$ cat src/rtl/reg_file.sv
// rtl/reg_file.sv - two-read one-write register file with write bypass and a sweeping clear
module reg_file #(
    parameter int XLEN = 32,
    parameter int NREG = 32,
    parameter int AW   = 5
) (
    input  logic            clk,
    input  logic            rst,
    input  logic            we,
    input  logic [AW-1:0]   waddr,
    input  logic [XLEN-1:0] wdata,
    input  logic            re,
    input  logic [AW-1:0]   ra1,
    input  logic [AW-1:0]   ra2,
    output logic [XLEN-1:0] rd1,
    output logic [XLEN-1:0] rd2,
    output logic            rvalid,
    input  logic            clr,
    output logic            busy
);

    typedef enum logic {
        IDLE  = 1'b0,
        CLEAR = 1'b1
    } state_t;

    state_t            r_state;
    logic [AW-1:0]     r_idx;
    logic [XLEN-1:0]   r_regs [NREG];

    logic              w_wr;
    logic [XLEN-1:0]   w_rd1;
    logic [XLEN-1:0]   w_rd2;

    // A write that loses to clr never happens, so it is never bypassed either.
    assign w_wr  = we && (waddr != '0) && !clr;
    assign w_rd1 = (w_wr && (ra1 == waddr)) ? wdata : r_regs[ra1];
    assign w_rd2 = (w_wr && (ra2 == waddr)) ? wdata : r_regs[ra2];

    assign busy = (r_state == CLEAR);

    always_ff @(posedge clk or posedge rst) begin
        if (rst) begin
            r_state <= IDLE;
            r_idx   <= '0;
            rd1     <= '0;
            rd2     <= '0;
            rvalid  <= 1'b0;
            for (int i = 0; i < NREG; i++) begin
                r_regs[i] <= '0;
            end
        end else begin
            case (r_state)
                IDLE: begin
                    if (re) begin
                        rd1    <= w_rd1;
                        rd2    <= w_rd2;
                        rvalid <= 1'b1;
                    end else begin
                        rvalid <= 1'b0;
                    end
                    if (w_wr) begin
                        r_regs[waddr] <= wdata;
                    end
                    if (clr) begin
                        r_state <= CLEAR;
                        r_idx   <= AW'(1);
                    end
                end
                CLEAR: begin
                    rvalid       <= 1'b0;
                    r_regs[r_idx] <= '0;
                    if (r_idx == AW'(NREG - 1)) begin
                        r_state <= IDLE;
                        r_idx   <= '0;
                    end else begin
                        r_idx <= r_idx + AW'(1);
                    end
                end
                default: begin
                    r_state <= IDLE;
                    r_idx   <= '0;
                end
            endcase
        end
    end

endmodule

$ cat config.mk
export PLATFORM = sky130hd
export DESIGN_NAME = reg_file
export DESIGN_NICKNAME = d
export VERILOG_FILES = /design/src/rtl/reg_file.sv
export SDC_FILE = /design/constraint.sdc
export NUM_CORES = 2
export LEC_CHECK = 0
export CORE_ASPECT_RATIO = 1.2
export CORE_MARGIN = 2
export CORE_UTILIZATION = 30
export DETAILED_ROUTE_END_ITERATION = 12
export GPL_ROUTABILITY_DRIVEN = 0
export SETUP_SLACK_MARGIN = 0.2
export SLEW_MARGIN = 20
export SYNTH_ARGS = -nofsm -noshare
export SYNTH_HDL_FRONTEND = slang
export SYNTH_SLANG_ARGS = --single-unit
$ cat constraint.sdc
create_clock -name clk -period 35.3 [get_ports clk]
set_input_delay 7.06 -clock clk [delete_from_list [all_inputs] [get_ports clk]]
set_output_delay 7.06 -clock clk [all_outputs]
set_load 0.02 [all_outputs]
==> results.txt <==
status: finished, final reports clean
setup TNS: 0 ns
worst vdd ir: 0.04204 mV
Synth Instances: 4,029
CP Capture Type: asynchronous set/reset pin
fill count: 17,650
Ys Warns: 0
setup violators final: 0
critical path startpoint: rst
Hold Crit Class: flop to flop
Worst R2R Start: busy
Syn Area/Cell: 13.80 sq um
RSZ-0062 raised after global routing: no
Hold Startpoint: r_regs[1005]
CTS Buf Count: 111
Initial Util: 30.11%
total power: 3333 uW
largest net degree at the start of global routing: 176
Worst EP arrival: 11.66 ns
CTS tree: done
initial DRC count: 6,105
most common library cell in the layout ignoring fill and taps: dfrtp_1
clk sink count: 1,095
number of hold violations in the final report: 0
worst relative slew slack: 16.40%
Synth Flop Type: dfrtp_1
Yosys top cell area share: 49.29%
Site Rows: 173
Ports: 118
Setup crit start kind: input pin
area leader, netlist: dfrtp_1
Setup Skew: 0.02345 ns
Syn Nets: 4,086
antenna violations before repair: 10
average wire per standard cell: 36.17 um
Clock Latency Late Sink: 0.73 ns
DRC: 0
Final nets: 3,926
Worst EP required: 36.00 ns
Reg clk slew, reported paths: 0.06 ns
htree depth: 3
flops & latches, synth: 1,095
mapped cell area: 55,590 sq um
Antenna Nets Post-Route: 0
total wire length: 232.0 mm
post-synthesis sequential area ratio: 49.29%
share of layout cells above drive strength 1: 23.97%
drt pass-1 iters: 5
Max Slew Vio Count: 0
Yosys cell types: 54
worst slew pin tran: 1.254 ns
Synth area leaders: dfrtp_1, mux4_2, a22o_1
Die W: 397.0 um
Total Routing Usage GR: 24.16%
Tmin final: 10.96 ns
die height: 475.5 um
vias: 42,880
# hold bufs at CTS: 0
top fanout value on the critical path: 175
post-DP HPWL: 124.3 mm
DIE AREA: 188,800 sq um
Leak Pwr: 0.02726 uW
PwrDens: 52.62 nW/um^2
post-CTS sizing: 0
synthesis-to-finish area growth: 13.93%
crit path kind: input pin to asynchronous set/reset pin
vias per inst: 6.686
number of global-route vias before repair: 42,730
Root Buffer: clkbuf_16
core area: 184,600 sq um
FMAX: 0.09126 GHz
Post-synth EDFFs: 0
gr ovfl total: 0
global-route wire length before repair: 330.1 mm
Bufs on Longest Clock Path: 3
post-synthesis async set-or-reset flop share: 100.0%
input/output buffers: 117
fin crit share: 31.04%
Max Cap Viol: 0
most frequent cells in the layout: dfrtp_1, a22o_1, mux4_2, mux2i_1, buf_4
Post-CTS Setup Inserts: 0
## registers in the layout (all words and copies together), names as in the netlist
| register | flops |
|---|---|
| r_regs | 1024 |
| rd1 | 32 |
| busy | 1 |
| rvalid | 1 |
| r_idx | 5 |
| rd2 | 32 |
## critical path, cell delays in order
cell	delay, ns
clkdlybuf4s50_1	0.47
clkinvlp_4	0.62
buf_12	0.67
buf_4	0.76
buf_12	0.67
buf_4	0.88
## path summary, 6_finish.rpt
check,slack (ns),endpoint,depth (start not counted)
setup / recovery,24.34,r_regs[782],6
hold / removal,0.51,r_regs[1005],1
setup reg to reg,31.37,r_regs[680],7
hold reg to reg,0.51,r_regs[1005],1
max in group clk,25.00,rd2[24],8
min in group asynchronous,6.91,r_regs[1001],2
## through the flow
stage | instances | hold slack [ns] | utilization (%) | setup WS (ns) | instance area, sq um
final | 6414 | 0.5098 | 34.30 | 24.34 | 63330
after global routing | 6411 | 0.5288 | 34.30 | 23.74 | 63330
after CTS | 6407 | 0.5076 | 34.26 | 24.30 | 63260
after detailed placement | 6204 | 0.4918 | 32.16 | 23.55 | 59370
after global placement | 6204 | 0.4817 | 32.16 | 23.58 | 59370
after floorplan | 4029 | 0.4666 | - | 13.13 | 55590
## report_power, final
group	total [uW]	switching, uW	internal, uW
Clock	1280	532	745
Sequential	1420	84.1	1330
Combinational	637	419	218
Total	3330	1030	2300
## cells in the mapped netlist (4+ instances only)
master,count
inv_1,4
clkbuf_1,373
nand3_1,6
nand2_1,44
nand3b_1,16
a32oi_1,5
o221ai_1,39
a211o_1,16
a211oi_1,18
and2_1,38
xnor2_1,5
dfrtp_1,1095
or3b_2,4
o21ai_1,10
buf_2,88
o2111ai_1,11
mux2_2,57
a22oi_1,71
a31oi_1,12
o21ai_0,64
buf_4,28
mux4_2,451
ha_1,5
nor2_1,74
a221o_1,35
buf_6,12
o22ai_1,31
xor2_1,7
buf_1,42
nor2b_1,37
mux2i_1,161
nor3b_1,4
nor3_1,31
a22o_1,1041
a21oi_1,63
## final cells by class
cell class | instances | area (sq um) | area share, %
flip-flops and latches | 1095 | 27400 | 43.26
multi-input cells | 2387 | 26520 | 41.87
clock buffers | 163 | 3327 | 5.253
well taps | 2450 | 3065 | 4.840
repair buffers | 270 | 2429 | 3.835
clock inverters | 40 | 560.5 | 0.8850
inverters | 4 | 18.77 | 0.02963
diodes | 5 | 12.51 | 0.01976
## layer usage
metal	up-vias	part of all wire, %	track usage (%)
met2	3532	43	34.77
li1	15910	-	-
met5	-	0.034	0
met3	728	14	8.474
met1	22700	38	31.79
met4	12	5.9	12.98
## cells by family (layout without fill, tap and decap cells)
family                   after synthesis  count (layout)  synth area share [%]
XOR/XNOR                              12              12                0.1891
other                                  0               5                     0
multiplexers                         669             669                 22.33
flip-flops                          1095            1095                 49.29
buffers and inverters                547             477                 4.243
adder cells (fa/ha/maj)                5               5                0.1125
AND/OR/NAND/NOR                      270             270                 2.510
AO/OA/AOI/OAI                       1431            1431                 21.33
No activity file was read; power rests on OpenSTA's default activity.
